**config.mk**
```make
export PLATFORM = sky130hd
export DESIGN_NAME = uart_tx
export DESIGN_NICKNAME = d
export VERILOG_FILES = /design/src/rtl/uart_pkg.sv /design/src/rtl/baud_tick_det.sv /design/src/rtl/uart_tx.sv
export SDC_FILE = /design/constraint.sdc
export NUM_CORES = 1
export LEC_CHECK = 0
export CAP_MARGIN = 10
export CORE_ASPECT_RATIO = 2
export CORE_MARGIN = 2
export CORE_UTILIZATION = 45
export CTS_CLUSTER_SIZE = 24
export DETAILED_ROUTE_END_ITERATION = 8
export HOLD_SLACK_MARGIN = 0.08
export MAX_ROUTING_LAYER = met4
export PLACE_DENSITY = 0.78
export SYNTH_ARGS = -nofsm -noshare
export SYNTH_HDL_FRONTEND = slang
export SYNTH_SLANG_ARGS = --single-unit
```
**constraint.sdc**
```tcl
create_clock -name sys_clk -period 1.7 [get_ports sys_clk]
set_input_delay 0.425 -clock sys_clk [delete_from_list [all_inputs] [get_ports sys_clk]]
set_output_delay 0.425 -clock sys_clk [all_outputs]
set_load 0.05 [all_outputs]
```
**src/rtl/uart_pkg.sv**
```systemverilog
// Shared UART types and constants: transmitter FSM states and parity mode encodings.
package uart_pkg;

  typedef enum logic [2:0] {
    ST_IDLE,
    ST_START,
    ST_DATA,
    ST_PARITY,
    ST_STOP
  } tx_state_t;

  localparam int PAR_NONE = 0;
  localparam int PAR_ODD  = 1;
  localparam int PAR_EVEN = 2;

endpackage

```
**src/rtl/baud_tick_det.sv**
```systemverilog
// Turns the bit-rate square wave into a one-cycle tick on each rising edge.
module baud_tick_det (
  input  logic sys_clk,
  input  logic rst,
  input  logic baud_clk,
  output logic tick
);

  logic baud_q;

  // Reset to 1 so a wave that is already high when reset releases gives no tick.
  always_ff @(posedge sys_clk) begin
    if (rst) begin
      baud_q <= 1'b1;
    end else begin
      baud_q <= baud_clk;
    end
  end

  assign tick = baud_clk & ~baud_q;

endmodule

```
**src/rtl/uart_tx.sv**
```systemverilog
// UART transmitter: one-deep holding register feeding a tick-paced frame shifter
// (start bit, LSB-first data, optional parity, one or two stop bits).
module uart_tx
  import uart_pkg::*;
#(
  parameter int DATA_BITS = 8,
  parameter int PARITY    = 0,
  parameter int STOP_BITS = 1
) (
  input  logic                 sys_clk,
  input  logic                 rst,
  input  logic                 baud_clk,
  input  logic [DATA_BITS-1:0] tx_data,
  input  logic                 tx_valid,
  output logic                 tx_ready,
  output logic                 txd,
  output logic                 tx_busy
);

  localparam logic [2:0] BIT_LAST  = 3'(DATA_BITS - 1);
  localparam logic       STOP_LAST = 1'(STOP_BITS - 1);
  localparam logic       HAS_PAR   = (PARITY != PAR_NONE);

  tx_state_t            state_q, state_d;
  logic                 txd_q, txd_d;
  logic [DATA_BITS-1:0] hold_data_q, hold_data_d;
  logic                 hold_valid_q, hold_valid_d;
  logic [DATA_BITS-1:0] shift_q, shift_d;
  logic [2:0]           bit_cnt_q, bit_cnt_d;
  logic                 stop_cnt_q, stop_cnt_d;
  logic                 par_q, par_d;
  logic                 tick;
  logic                 start_frame;

  baud_tick_det u_tick (
    .sys_clk  (sys_clk),
    .rst      (rst),
    .baud_clk (baud_clk),
    .tick     (tick)
  );

  always_comb begin
    state_d      = state_q;
    txd_d        = txd_q;
    hold_data_d  = hold_data_q;
    hold_valid_d = hold_valid_q;
    shift_d      = shift_q;
    bit_cnt_d    = bit_cnt_q;
    stop_cnt_d   = stop_cnt_q;
    par_d        = par_q;
    start_frame  = 1'b0;

    if (tick) begin
      unique case (state_q)
        ST_IDLE: begin
          if (hold_valid_q) start_frame = 1'b1;
        end
        ST_START: begin
          state_d   = ST_DATA;
          txd_d     = shift_q[0];
          bit_cnt_d = 3'd0;
        end
        ST_DATA: begin
          if (bit_cnt_q == BIT_LAST) begin
            stop_cnt_d = 1'b0;
            if (HAS_PAR) begin
              state_d = ST_PARITY;
              txd_d   = par_q;
            end else begin
              state_d = ST_STOP;
              txd_d   = 1'b1;
            end
          end else begin
            shift_d   = shift_q >> 1;
            txd_d     = shift_q[1];
            bit_cnt_d = bit_cnt_q + 3'd1;
          end
        end
        ST_PARITY: begin
          state_d    = ST_STOP;
          txd_d      = 1'b1;
          stop_cnt_d = 1'b0;
        end
        ST_STOP: begin
          if (stop_cnt_q == STOP_LAST) begin
            if (hold_valid_q) begin
              start_frame = 1'b1;
            end else begin
              state_d = ST_IDLE;
              txd_d   = 1'b1;
            end
          end else begin
            stop_cnt_d = stop_cnt_q + 1'b1;
          end
        end
        default: begin
          state_d = ST_IDLE;
          txd_d   = 1'b1;
        end
      endcase
    end

    // Same loads whether the frame starts from idle or back-to-back after a stop bit.
    if (start_frame) begin
      state_d      = ST_START;
      txd_d        = 1'b0;
      shift_d      = hold_data_q;
      hold_valid_d = 1'b0;
      par_d        = (PARITY == PAR_ODD) ? ~^hold_data_q : ^hold_data_q;
    end

    if (tx_valid && !hold_valid_q) begin
      hold_data_d  = tx_data;
      hold_valid_d = 1'b1;
    end
  end

  always_ff @(posedge sys_clk) begin
    if (rst) begin
      state_q      <= ST_IDLE;
      txd_q        <= 1'b1;
      hold_data_q  <= '0;
      hold_valid_q <= 1'b0;
      shift_q      <= '0;
      bit_cnt_q    <= 3'd0;
      stop_cnt_q   <= 1'b0;
      par_q        <= 1'b0;
    end else begin
      state_q      <= state_d;
      txd_q        <= txd_d;
      hold_data_q  <= hold_data_d;
      hold_valid_q <= hold_valid_d;
      shift_q      <= shift_d;
      bit_cnt_q    <= bit_cnt_d;
      stop_cnt_q   <= stop_cnt_d;
      par_q        <= par_d;
    end
  end

  assign tx_ready = ~hold_valid_q;
  assign txd      = txd_q;
  assign tx_busy  = (state_q != ST_IDLE);

endmodule

```
==> metrics.md <==
| Metric | Value |
|---|---|
| Post-Synthesis Net Count | 150 |
| Die footprint | around 3100 um2 |
| RSZ-0062 raised after global routing | true |
| Synth Instances | 136 |
| ANT nets after route | 0 |
| Vias/cell | about 5.7 |
| Number of clock buffers inserted by TritonCTS | 3 |
| Die width | about 40 um |
| Congestion Overflow GR | 0 |
| I/O Buffers | 14 |
| Pleak | 0.522 nW |
| Worst Path Required | ~1.3 ns |
| Final WS setup | 0.0303 ns |
| Final Skew | ~0.0011 ns |
| Outcome | complete, no violations |
| #FFs+latches synth | 25 |
| Synth area leaders | dfxtp_1, nand2_1, a21oi_1 |
| Avg Inst Size Synth | 8.68 um2 |
| Startpoint Class | register |
| Drt pass-1 iters | 4 |
| Clock Root Buffer | clkbuf_8 |
| WL per Instance | around 15 um |
| Vias in the first global route | 1008 |
| DR iter-0 viols | 24 |
| Final worst path period need | ~1.7 ns |
| Area of the multi-input gates | around 630 um2 |
| Most frequently used flop master after synthesis | dfxtp_1 |
| Initial core utilization | 46.5% |
| GPL Wtd Cong | slightly below 0.9 |
| Area leader, netlist | dfxtp_1 |
| Post-DP Area | between 1000 and 1500 um2 |
| Slew headroom | about three quarters |
| Final Non-Filler Cells | around 180 |
| Post-CTS Setup Bufs | 0 |
| Synth warn | 0 |
| Mapped Area | 1180 um2 |
| EDFF count, synth | 0 |
| Maximum VDD drop | 0.573 mV |
| Largest net degree at the start of global routing | 23 |
| Layout cell share with drive strength beyond 1 | between 20% and 30% |
| ANT cells | 0 |
| Global-route wire length before repair | 4450 um |
| Global-route usage over all layers | 20.6% |
| HP Class | register to register |
| Final period utilization | between 90% and 100% |
| Crit Path Class | register to primary output |
| Setup WS pre-CTS | -0.103 ns |
| Final HPWL DP | around 2000 um |
| Clk_lat worst skew | around 0.27 ns |
| Final Max Slew Viols | 0 |
| Final Cell Area | between 1500 and 2000 um2 |
| Crit. End Element | primary output |
| Synth top area share | 42.4% |
| FF+latch area | 507 um2 |
| Setup TNS | 0 ns |
| TritonCTS Sinks | 25 |
| Vias | 1034 |
| Total wire length | 2680 um |
| Final hold violations | 0 |
| Bufs on Longest Clock Path | 2 |
| TritonCTS clock tree | yes |
| Area Growth Syn to Fin | 27.9% |
| Row Count | 26 |
| Max-cap violations | 0 |
| Crit path arrival time | roughly 1.2 ns |
| Setup violators final | 0 |
| Most common cell after layout, fill and taps aside | nand2_1 |
| Worst Max-Slew Pin Slew | 0.347 ns |
| Most frequent cells in the layout | nand2_1, dfxtp_1, a21oi_1 |
| Netlist cell types | 39 |
| Dpl cells | 179 |
| Fillers | ~230 |
| CORE AREA | around 2500 um2 |
| Worst-path clk slew | 0.08 ns |
| Io pins | 15 |
| H-tree Lvls | 1 |
| Peak Freq | approximately 600 MHz |
| CP Max Fanout | 13 |
| Proportion of synthesized chip area in sequential cells | 42.4% |
| Residual DRC count | 0 |
| Power Density | ~760 nW/um2 |
| FFs w/ async S/R, synth | 0% |
| Initial antenna violation count | 0 |
| Die Height | ~76 um |
| Final net count | 170 |
power breakdown:
group          total [mW]  switching [mW]  internal (mW)
clock               0.353           0.189          0.164
combinational       0.172          0.0859         0.0857
sequential          0.623          0.0179          0.605
total                1.15           0.292          0.855
layout make-up:
class | count | area share [%]
Inverter | 5 | 1.24
Tap cell | 28 | 2.32
Clock buffer | 3 | 2.73
Sequential cell | 25 | 33.6
Multi-Input combinational cell | 94 | 41.8
Timing Repair Buffer | 27 | 18.0
Clock inverter | 1 | 0.331
worst max-delay path, cell delays in order (launching register included):
cell	delay [ns]
dfxtp_4	0.39
or3_4	0.41
buf_6	0.16
logic make-up after synthesis:
| group | count (synthesis) | share of synthesized area, % |
|---|---|---|
| AND/OR/NAND/NOR | 53 | 25.1 |
| AO/OA/AOI/OAI | 39 | 23.3 |
| adder cells (fa/ha/maj) | 2 | 2.12 |
| flip-flops | 25 | 42.4 |
| buffers and inverters | 17 | 7.10 |
final timing paths:
path                  start        endpoint  slack (ns)  cells after the start
max reg2reg    bit_cnt_q[1]      shift_q[2]        0.04                      5
min          hold_data_q[5]  hold_data_q[5]        0.46                      2
min reg2reg  hold_data_q[5]  hold_data_q[5]        0.46                      2
max              state_q[0]         tx_busy        0.03                      2
layer usage:
metal / GRT usage, % / vias up / wire length (um)
li1: - / 525 / -
met1: 23.5 / 492 / 989
met2: 34.7 / 13 / 1580
met3: 3.50 / 4 / 67
met4: 6.00 / 0 / 39
met5: - / - / 0
flip-flops by register name, summed over array words and instances, names as in the netlist:
register       cells
bit_cnt_q          3
hold_valid_q       1
state_q            3
txd                1
shift_q            8
hold_data_q        8
u_tick.baud_q      1
cell usage after synthesis (2+ instances only):
cell type / n
a311oi_1: 5
clkbuf_1: 6
inv_1: 5
a21oi_1: 13
o32ai_1: 4
dfxtp_1: 25
nand3_1: 5
o21ai_1: 3
nand2_1: 24
o21ai_0: 4
nor3_1: 5
nor2b_1: 2
nand2b_1: 4
or3b_1: 2
buf_2: 3
buf_6: 2
ha_1: 2
per-stage QoR:
| stage | util, % | total power, mW | hold WS, ns |
|---|---|---|---|
| 2_1_floorplan | - | 0.731 | 0.436 |
| 3_3_place_gp | 56.0 | 0.801 | 0.444 |
| 3_5_place_dp | 56.0 | 0.806 | 0.450 |
| 4_1_cts | 59.5 | 1.15 | 0.464 |
| 5_1_grt | 59.5 | 1.20 | 0.489 |
| 6_report | 59.5 | 1.15 | 0.461 |
what timing repair did:
item | in CTS | in global routing
resized for setup | 12 | 0
hold endpoints to repair | 0 | 0
hold buffers | 0 | 0
pin swaps | 3 | 2
endpoints found under the setup margin | 8 | 11
(Power assumes the default switching activity.)
